### config.mk
export PLATFORM = sky130hd
export DESIGN_NAME = if_id_skid_buf
export DESIGN_NICKNAME = d
export VERILOG_FILES = /design/src/rtl/if_id_skid_buf.sv
export SDC_FILE = /design/constraint.sdc
export NUM_CORES = 1
export LEC_CHECK = 0
export ABC_AREA = 1
export ABC_CLOCK_PERIOD_IN_PS = 2800
export CORE_UTILIZATION = 56
export CTS_BUF_LIST = sky130_fd_sc_hd__clkbuf_8
export CTS_CLUSTER_SIZE = 12
export DETAILED_ROUTE_END_ITERATION = 7
export PLACE_DENSITY = 0.88
export RECOVER_POWER = 50
export SLEW_MARGIN = 15
export SYNTH_ARGS = -nofsm -noshare
export SYNTH_HDL_FRONTEND = slang
export SYNTH_SLANG_ARGS = --single-unit
### constraint.sdc
create_clock -name clk_i -period 2.8 [get_ports clk_i]
set_input_delay 0.56 -clock clk_i [delete_from_list [all_inputs] [get_ports clk_i]]
set_output_delay 0.56 -clock clk_i [all_outputs]
set_load 0.05 [all_outputs]
### src/rtl/if_id_skid_buf.sv
// rtl/if_id_skid_buf.sv - IF/ID pipeline register with valid/ready handshake and two-entry skid buffer
// Optional feature: IF_ID_NOP_FILL_EN forces pc_o=0 / inst_o=NOP_INST whenever out_valid_o is low.
module if_id_skid_buf #(
    parameter int unsigned          PC_W     = 32,
    parameter int unsigned          INST_W   = 32,
    parameter logic [INST_W-1:0]    NOP_INST = 32'h00000013
) (
    input  logic              clk_i,
    input  logic              rst_n_i,
    input  logic              in_valid_i,
    output logic              in_ready_o,
    input  logic [PC_W-1:0]   pc_i,
    input  logic [INST_W-1:0] inst_i,
    input  logic              flush_i,
    output logic              out_valid_o,
    input  logic              out_ready_i,
    output logic [PC_W-1:0]   pc_o,
    output logic [INST_W-1:0] inst_o,
    output logic [1:0]        count_o
);

    typedef enum logic [1:0] {
        ST_EMPTY = 2'd0,
        ST_ONE   = 2'd1,
        ST_FULL  = 2'd2
    } state_t;

    state_t state_q, state_d;

    logic [PC_W-1:0]   main_pc_q, skid_pc_q;
    logic [INST_W-1:0] main_inst_q, skid_inst_q;

    logic accept;
    logic consume;
    logic load_main_in;
    logic load_main_skid;
    logic load_skid_in;

    // Ready depends only on registered state, so decode's ready never reaches fetch combinationally.
    assign in_ready_o  = (state_q != ST_FULL);
    assign out_valid_o = (state_q != ST_EMPTY);
    assign accept      = in_valid_i & in_ready_o & ~flush_i;
    assign consume     = out_valid_o & out_ready_i;

    always_ff @(posedge clk_i or negedge rst_n_i) begin
        if (!rst_n_i) begin
            state_q <= ST_EMPTY;
        end else begin
            state_q <= state_d;
        end
    end

    always_comb begin
        state_d        = state_q;
        load_main_in   = 1'b0;
        load_main_skid = 1'b0;
        load_skid_in   = 1'b0;
        if (flush_i) begin
            state_d = ST_EMPTY;
        end else begin
            case (state_q)
                ST_EMPTY: begin
                    if (accept) begin
                        load_main_in = 1'b1;
                        state_d      = ST_ONE;
                    end
                end
                ST_ONE: begin
                    if (accept && consume) begin
                        load_main_in = 1'b1;
                    end else if (accept) begin
                        load_skid_in = 1'b1;
                        state_d      = ST_FULL;
                    end else if (consume) begin
                        state_d = ST_EMPTY;
                    end
                end
                ST_FULL: begin
                    if (consume) begin
                        load_main_skid = 1'b1;
                        state_d        = ST_ONE;
                    end
                end
                default: state_d = ST_EMPTY;
            endcase
        end
    end

    // Payload only moves when its entry is written; flush leaves it in place.
    always_ff @(posedge clk_i or negedge rst_n_i) begin
        if (!rst_n_i) begin
            main_pc_q   <= '0;
            main_inst_q <= NOP_INST;
        end else if (load_main_in) begin
            main_pc_q   <= pc_i;
            main_inst_q <= inst_i;
        end else if (load_main_skid) begin
            main_pc_q   <= skid_pc_q;
            main_inst_q <= skid_inst_q;
        end
    end

    always_ff @(posedge clk_i or negedge rst_n_i) begin
        if (!rst_n_i) begin
            skid_pc_q   <= '0;
            skid_inst_q <= NOP_INST;
        end else if (load_skid_in) begin
            skid_pc_q   <= pc_i;
            skid_inst_q <= inst_i;
        end
    end

    always_comb begin
        count_o = 2'd0;
        case (state_q)
            ST_ONE:  count_o = 2'd1;
            ST_FULL: count_o = 2'd2;
            default: count_o = 2'd0;
        endcase
    end

`ifdef IF_ID_NOP_FILL_EN
    assign pc_o   = out_valid_o ? main_pc_q   : '0;
    assign inst_o = out_valid_o ? main_inst_q : NOP_INST;
`else
    assign pc_o   = main_pc_q;
    assign inst_o = main_inst_q;
`endif

endmodule

# Word-level counts from Yosys, hierarchy flattened
# Cells that the tools add are included.
dict set report totals {
  out_inout_bits 68
  word_cells 43
  inputBits 69
  register_bits 130
}
dict set report classes {
  bitwise 4
  reduce_logical 5
  muxes 22
  eq_ne 7
}
# cell n
set ops {}
lappend ops {{32-bit two-way mux} 4}
lappend ops {{2-bit two-way mux} 6}
lappend ops {{1-bit two-way mux} 9}
lappend ops {{3-bit inequality test (second input constant)} 3}
lappend ops {{2-bit case mux with 3 select lines} 1}
lappend ops {{4-bit inequality test (second input constant)} 1}
lappend ops {{2-bit case mux with 2 select lines} 1}
lappend ops {{4-bit AND reduction} 1}
lappend ops {{2-bit nonzero test} 2}
lappend ops {{1-bit bitwise AND} 3}
lappend ops {{2-bit by 1-bit == test with 1-bit output (second input constant)} 1}
lappend ops {{2-bit == test (second input constant)} 1}
lappend ops {{2-bit logical NOT} 1}
lappend ops {{2-bit inequality test (second input constant)} 1}
lappend ops {{1-bit case mux with 2 select lines} 1}
lappend ops {{1-bit logical AND} 1}
lappend ops {{1-bit inverter} 1}

# Longest topological paths before layout
# Gate-level depths: netlist of run 1.
dict set report logic_depth {
  depth_word 8
  depth_mapped 7
  mapped_depth_nobuf 6
}

# Worst setup path after synthesis of run 1
# Ideal clock, no wire load.
dict set report synth_path {
  path_type {register -> output}
  startpoint {register state_q[1]}
  endpoint {output port in_ready_o}
  path_buffers 2
  t_arrival_ns 1.812
  stages_incl_launch_ff 6
  setup_slack_ns 0.428
  t_required_ns 2.240
  path_cell_list {dfrtp_1 > buf_4 > buf_2 > inv_1 > nor2_1 > inv_1}
}
dict set report synth_via {
  elab_chain_cells 1
}
# element line
set synth_lines {}
lappend synth_lines {{start, declared} 28} ;# state_t state_q, state_d;
lappend synth_lines {{start signal, assigned} 49} ;# state_q <= state_d;
lappend synth_lines {{2-bit inequality test} 40} ;# assign in_ready_o = (state_q != ST_FULL);
lappend synth_lines {{end, declared} 11} ;# output logic in_ready_o,
# Every way passes these cells.

# Final worst setup path of run 1
dict set report layout_path {
  startpoint {register state_q[0]}
  endpoint {output port count_o[0]}
}
dict set report layout_via {
  elab_chain_cells 2
  elab_cells_between_ends 3
  classes_between {2 x eq/ne; 1 x mux}
}
# element line
set layout_lines {}
lappend layout_lines {{2-bit == test or 2-bit by 1-bit == test with 1-bit output (tied branches)} 115} ;# case (state_q)
lappend layout_lines {{2-bit case mux with 2 select lines (*)} 115}
lappend layout_lines {{end, declared} 19} ;# output logic [1:0] count_o
# Mark *: on every way between the ends. The rest lies on a longest branch, timed or not.

==> flow_summary.toml, run 1 <==
[die]
die_h_um = 105
ios = 137
rows = 37
die_w_um = 105
die-area_um2 = 11100
start_util = 0.577
core_area_um2 = 10300

[place]
io_buffers = 136
dp_hpwl_mm = 9.91
gp_congestion = 0.828

[cts]
h-tree-depth = 4
hold_buffers = 0
clk_pin_slew_ps = 70
cts-buffers-inserted = 17
clock_latency_ps = 440
ctsResizeCount = 0
cts_max_path_buffers = 2
cts_setup_buffers = 0
numClockSinks = 130
cts_tree = "built"
clockRootBuffer = "clkbuf_8"

[pwr]
p_per_area_nw_per_um2 = 833
p_total_w = 0.00640
p_int_w = 0.00399
netSwitchingFraction = 0.376
p_leak_nw = 3.58
p_clk_frac = 0.254
peakVddDrop_uv = 459
p_switching_w = 0.00240
pwr-share-seq = 0.427
combPwrFrac = 0.319

[detailed_routing]
ant_nets = 0
drt_pre_antenna_iters = 6
wl_mm = 16.3
vias = 5686
drc_errors = 0
vias_per_cell = 6.15
drtIter0Drc = 593
drt-wirelength-per-cell_um = 17.6

[worst_setup_path]
crit_family = "buffers and inverters"
cp_cell_sequence = "inv_1 > nor2_1 > clkdlybuf4s50_1"
crit_required_ps = 2240
r2r_cells = 6
path_class = "reg -> out"
worstSetupEndpointType = "primary output"
cp_max_fo = 7
r2r-start = "state_q[1]"
r2r_slack_ps = 300
slowest_stage = "clkdlybuf4s50_1"
cp.arrival_ps = 2110
crit_buf_inv = 2
cpPeakStageDelay_ps = 850
crit_path_start_kind = "flip-flop"
reg2reg_to = "skid_pc_q[0]"

[sta]
fin_crit_sh = 0.954
slew-limit-headroom = 0.126
rsz0062_at_grt = "no"
tns_ps = 0
hold_viol = 0
tightestPinTransition_ps = 1310
max_freq_ghz = 0.375
layout_min_cycle_time_ps = 2670
clock_skew_ps = 9.09
slew_violations = 0
fin_hold_ws_ps = 410
setup_viol = 0

[global_route]
grt_max_degree = 69
grt_pass1_vias = 5301
overflow = 0
track_usage = 0.308
grt_antenna_before_repair = 0
grt_first_pass_wirelength_mm = 26.7

[cells_and_area]
diodes = 0
final_cell_mix = "nand3_1 (132), clkdlybuf4s50_1 (130), nand4_1 (129)"
fillers = 692
drive_gt1_frac = 0.0825
area_delta_synth_final_pct = 28.9
layout_commonest_cell = "nand3_1"
nets = 844

[worst_hold_path]
hold_class = "in -> async"

[logic_synthesis]
syn_area_per_cell_um2 = 8.87
synth-warning-count = 0
netlist_instances = 672
ys_types = 19
yosysSeqAreaShare = 0.547
syn_nets = 741
ys_ff_latch = 130
synthesis.area_um2 = 5960

[status]
status = "complete, no violations"

[flow_run]
drv_cap = 0
## metal layers
| metal | track usage | vias to the layer above | routed length [µm] |
|---|---|---|---|
| met4 | 0.119 | 0 | 301 |
| met3 | 0.0686 | 32 | 1640 |
| met2 | 0.476 | 371 | 7710 |
| li1 | - | 2578 | - |
| met1 | 0.428 | 2705 | 6620 |
| met5 | 0 | - | 0 |
## cells by family (layout without fill, tap and decap cells)
group	Yosys count	after routing	share of synthesized area
AND/OR/NAND/NOR	339	339	0.299
buffers and inverters	139	255	0.0995
flip-flops	130	130	0.547
AO/OA/AOI/OAI	64	64	0.0538
## registers in the layout, indices dropped and copies added, names as in the netlist
signal,flops
pc_o,32
skid_inst_q,32
skid_pc_q,32
inst_o,32
state_q,2
## worst max path at each step
stage | from | to | slack [ps] | cells after the start
detailed placement | flush_i | pc_o[19] | 430 | 7
floorplan | state_q[1] | in_ready_o | 430 | 5
global route | state_q[1] | skid_pc_q[0] | 80 | 6
global placement | flush_i | inst_o[13] | 500 | 6
CTS | state_q[0] | count_o[0] | 160 | 3
finish | state_q[0] | count_o[0] | 130 | 3
## cell type report
cell class | instances | area [µm²] | share of cell area
inverter | 70 | 263 | 0.0342
timing repair buffer | 153 | 1470 | 0.191
clock inverter | 15 | 169 | 0.0220
clock buffer | 17 | 234 | 0.0305
sequential | 130 | 3260 | 0.425
tap | 136 | 170 | 0.0222
multi-input combinational | 403 | 2120 | 0.276
## power groups by stage
| stage | Clock (W) | Combinational, W | Sequential (W) |
|---|---|---|---|
| 6_report | 0.00163 | 0.00204 | 0.00273 |
| 5_1_grt | 0.00172 | 0.00218 | 0.00279 |
| 4_1_cts | 0.00164 | 0.00207 | 0.00272 |
| 3_5_place_dp | 0 | 0.00206 | 0.00274 |
| 3_3_place_gp | 0 | 0.00199 | 0.00272 |
| 2_1_floorplan | 0 | 0.000658 | 0.00336 |
## metrics by stage
| step | worst slack (ps) | std cells | utilization | area, µm² |
|---|---|---|---|---|
| final | 130 | 924 | 0.744 | 7680 |
| after global placement | 504 | 892 | 0.710 | 7330 |
| after floorplan | 428 | 672 | - | 5960 |
| after CTS | 156 | 924 | 0.749 | 7730 |
| after global routing | 83.3 | 924 | 0.744 | 7680 |
| after detailed placement | 427 | 892 | 0.710 | 7330 |
## synthesized netlist by cell type, drive strengths merged
| master | number | share of area |
|---|---|---|
| nand3 | 135 | 0.12 |
| o21ai | 64 | 0.054 |
| clkinv | 1 | 0.00063 |
| buf | 49 | 0.043 |
| nand4 | 129 | 0.14 |
| dfrtp | 124 | 0.52 |
| clkbuf | 20 | 0.013 |
| nor2 | 4 | 0.0042 |
| dfstp | 6 | 0.026 |
| nand2 | 71 | 0.045 |
| inv | 69 | 0.043 |
(Power assumes the default switching activity.)
==> run 2, diff against run 1 <==
- ABC_CLOCK_PERIOD_IN_PS: 2800 -> 3400
- CORE_UTILIZATION: 56 -> 40
- PLACE_DENSITY: 0.88 -> 0.66
- clock period: 2.8 -> 3.4 ns (I/O delays scaled with it)
==> run 2 against run 1 <==
The flow now finishes with violations (capacitance limit, slew limit). Final cell count grew 5.1%. Die area increased by 39%. First-iteration DRC count fell by 19%. Global-route usage down 7.6 points. Sequential share of layout area is 0.14 points lower. Largest cell class unchanged. Largest power group unchanged. Highest routed layer unchanged.
==> flow_summary.toml, run 2 (synthesized netlist as in run 1, its figures left out) <==
[status]
status = "finished, violations left"
violations = "capacitance limit, slew limit"

[worst_setup_path]
crit_path_start_kind = "flip-flop"
startpoint = "state_q[1]"
cp.arrival_ps = 3160
worstSetupEndpointType = "flip-flop"
crit_required_ps = 3770
cp_max_fo = 67
path_class = "reg -> reg"
r2r_slack_ps = 610
r2r-start = "state_q[1]"

[die]
die-area_um2 = 15400
die_h_um = 124
ios = 137
start_util = 0.410
rows = 44
die_w_um = 124
core_area_um2 = 14500

[sta]
clock_skew_ps = 8.85
fin_crit_sh = 0.821
tightestPinTransition_ps = 2360
rsz0062_at_grt = "no"
tns_ps = 0
max_freq_ghz = 0.358
hold_viol = 0
layout_min_cycle_time_ps = 2790
slew_violations = 111
setup_viol = 0
slew-limit-headroom = -0.576

[cts]
h-tree-depth = 4
clock_latency_ps = 440
numClockSinks = 130
cts_max_path_buffers = 2
cts_tree = "built"
clk_pin_slew_ps = 70
cts_setup_buffers = 0
hold_buffers = 0
ctsResizeCount = 0
cts-buffers-inserted = 17
clockRootBuffer = "clkbuf_8"

[detailed_routing]
wl_mm = 16.8
vias_per_cell = 5.69
drt_pre_antenna_iters = 7
drt-wirelength-per-cell_um = 17.3
drtIter0Drc = 481
vias = 5528
ant_nets = 0
drc_errors = 0

[cells_and_area]
regArea_um2 = 3260
multi_input_area_um2 = 2120
final_cell_mix = "clkdlybuf4s50_1 (133), nand3_1 (132), nand4_1 (129)"
fillers = 1339
area_delta_synth_final_pct = 29.4
diodes = 0
fin_util = 0.530
layout_commonest_cell = "clkdlybuf4s50_1"
nets = 843
drive_gt1_frac = 0.0724

[global_route]
grtUsageMet3 = 0.0527
grt-busiest-layer = "met2"
grt_antenna_before_repair = 0
grt_first_pass_wirelength_mm = 27.5
grt_max_degree = 68
track_usage = 0.233
met1_usage = 0.312
met2_usage = 0.363
grt_pass1_vias = 5475
overflow = 0

[place]
io_buffers = 136
dp_hpwl_mm = 10.3
gp_congestion = 0.808

[flow_run]
drv_cap = 2

[pwr]
p_leak_nw = 3.58
peakVddDrop_uv = 240
p_per_area_nw_per_um2 = 660

[worst_hold_path]
hold_class = "reg -> reg"
holdCritStartpoint = "skid_inst_q[4]"
run 2: changes by cell type in the layout (fill, tap and decap cells not counted), moves of 3 or more:
cell	before	now
clkinv_4	3	0
o21ai_0	34	11
o21ai_1	30	53
clkdlybuf4s50_1	130	133
inv_1	69	75
run 2: metrics by stage:
stage	power [W]	setup slack [ps]	cell area [µm²]	hold slack, ps	instances
floorplan	0.00331	908	5960	384	672
finish	0.00509	610	7710	481	971
global route	0.00538	401	7710	489	971
detailed placement	0.00396	967	7370	468	939
global placement	0.00391	1020	7370	462	939
CTS	0.00513	677	7720	225	971
run 2: area by class of cell:
cell class / count / share of cell area
Clock buffer: 19 / 0.0339
Clock inverter: 13 / 0.0106
Inverter: 70 / 0.0341
Multi-Input combinational cell: 403 / 0.276
Sequential cell: 130 / 0.423
Tap cell: 184 / 0.0299
Timing Repair Buffer: 152 / 0.193
run 2: worst paths after layout:
| path | end | cells past startpoint |
|---|---|---|
| max | pc_o[21] | 5 |
| min | skid_inst_q[4] | 2 |
| max reg2reg | pc_o[21] | 5 |
| min reg2reg | skid_inst_q[4] | 2 |
| max in group asynchronous | state_q[1] | 1 |
| min in group asynchronous | inst_o[23] | 1 |
run 2: metal layers:
metal  up-vias  routed length (µm)
met5         -                   0
met1      2671                7350
met4         0                 271
met2       252                7810
met3        30                1330
li1       2575                   -
run 2: critical path, stage by stage, from the launching register on:
cell      delay, ps
dfrtp_2         430
clkbuf_2        850
nor2_4          450
clkbuf_2        650
nand4_1         200
nand3_1         140
run 2: where the power goes:
| part | total (W) | switching [W] | internal [W] |
|---|---|---|---|
| Clock | 0.00116 | 0.000570 | 0.000590 |
| Combinational | 0.00168 | 0.00109 | 0.000590 |
| Sequential | 0.00225 | 0.000262 | 0.00199 |
==> run 3, diff against run 2 <==
- ABC_CLOCK_PERIOD_IN_PS: 3400 -> 2300
- PLACE_DENSITY: 0.66 -> 0.69
- clock period: 3.4 -> 2.3 ns (I/O delays scaled with it)
==> run 3 against run 2 <==
The flow now finishes without violations. Clock power rose by 87%. Worst setup slack got worse by 560 ps. First-iteration DRC count fell by 4.2%. Sequential share of layout area fell by 0.78 points. Non-clock buffer count rose by 6. Utilization rose by 0.98 points. Clock skew rose by 1.1 ps. Largest cell class unchanged.
==> flow_summary.toml, run 3 (synthesized netlist as in run 1, its figures left out) <==
[cts]
clk_pin_slew_ps = 80
hold_buffers = 1
numClockSinks = 130
cts_tree = "built"
cts-buffers-inserted = 17
cts_setup_buffers = 0
cts_max_path_buffers = 2
ctsResizeCount = 0
clockRootBuffer = "clkbuf_8"
h-tree-depth = 4
clock_latency_ps = 450

[worst_setup_path]
crit_required_ps = 1840
worstSetupEndpointType = "primary output"
cp_cell_sequence = "clkdlybuf4s50_1"
crit_buf_inv = 1
path_class = "reg -> out"
slowest_stage = "clkdlybuf4s50_1"
cp.arrival_ps = 1790
crit_family = "buffers and inverters"
cpPeakStageDelay_ps = 800
crit_path_start_kind = "flip-flop"
cp_max_fo = 2

[sta]
layout_min_cycle_time_ps = 2250
max_freq_ghz = 0.445
slew_violations = 0
setup_viol = 0
fin_hold_ws_ps = 391
tns_ps = 0
tightestPinTransition_ps = 1020
rsz0062_at_grt = "no"
hold_viol = 0
fin_ws_ps = 53.2
clock_skew_ps = 9.98
fin_crit_sh = 0.977
slew-limit-headroom = 0.317

[die]
start_util = 0.410
core_area_um2 = 14500
rows = 44
die_h_um = 124
die-area_um2 = 15400
die_w_um = 124
ios = 137

[cells_and_area]
final_area_um2 = 7850
nets = 849
layout_commonest_cell = "nand3_1"
fin_util = 0.540
area_delta_synth_final_pct = 31.8
final_cell_mix = "nand3_1 (133), nand4_1 (129), clkdlybuf4s50_1 (129)"
diodes = 0
drive_gt1_frac = 0.0908

[global_route]
overflow = 0
grt_max_degree = 104
grt_antenna_before_repair = 0
track_usage = 0.236
grt_first_pass_wirelength_mm = 27.7
grt_pass1_vias = 5483

[place]
io_buffers = 136
preCtsSetupSlack_ps = 249
dp_hpwl_mm = 10.4
gp_congestion = 0.774
placed_area_um2 = 7440

[detailed_routing]
drt-wirelength-per-cell_um = 17.2
vias_per_cell = 5.77
vias = 5640
drc_errors = 0
wl_mm = 16.8
drt_pre_antenna_iters = 5
drtIter0Drc = 461
ant_nets = 0

[pwr]
p_leak_nw = 3.62
peakVddDrop_uv = 708
p_per_area_nw_per_um2 = 1020

[status]
status = "complete, no violations"

[worst_hold_path]
hold_class = "in -> reg"

[flow_run]
drv_cap = 0
-- run 3: cell types whose count changed in the layout (fill, tap and decap cells not counted), moves of 4 or more --
cell / before / now
o21ai_0: 11 / 29
clkinvlp_4: 0 / 6
clkdlybuf4s50_1: 133 / 129
inv_1: 75 / 68
o21ai_1: 53 / 35
clkbuf_2: 2 / 7
-- run 3: worst paths after layout --
check	start	endpoint	slack [ps]	cells past startpoint
worst min-delay path	out_ready_i	state_q[1]	390	4
worst max register to register	state_q[1]	pc_o[19]	170	5
min in group asynchronous	rst_n_i	skid_inst_q[22]	700	2
worst max-delay path	inst_o[0]	inst_o[0]	50	1
worst min register to register	skid_inst_q[1]	skid_inst_q[1]	480	2
max in group asynchronous	rst_n_i	inst_o[6]	510	3
-- run 3: cell type report --
cell class	count	area, µm²
tap	184	230
clock inverter	13	184
sequential	130	3260
inverter	70	263
multi-input combinational	403	2110
timing repair buffer	158	1540
clock buffer	19	262
fill	1305	6680
-- run 3: power by group --
group          leakage (nW)  internal, W  switching [W]
clock network         0.206      0.00123       0.000934
registers              1.62      0.00294       0.000385
logic                  1.80     0.000883        0.00161
total                  3.62      0.00506        0.00292
-- run 3: layer usage --
layer	track usage	wire, µm	vias up
met5	0	0	-
met4	0.0923	306	0
met3	0.0554	1220	29
met2	0.363	7960	261
met1	0.321	7360	2765
li1	-	-	2585
-- run 3: stage by stage --
stage                     cells  power, W
after CTS                   977   0.00805
after global placement      944   0.00578
final                       977   0.00798
after detailed placement    944   0.00586
after global routing        977   0.00840
after floorplan             672   0.00489
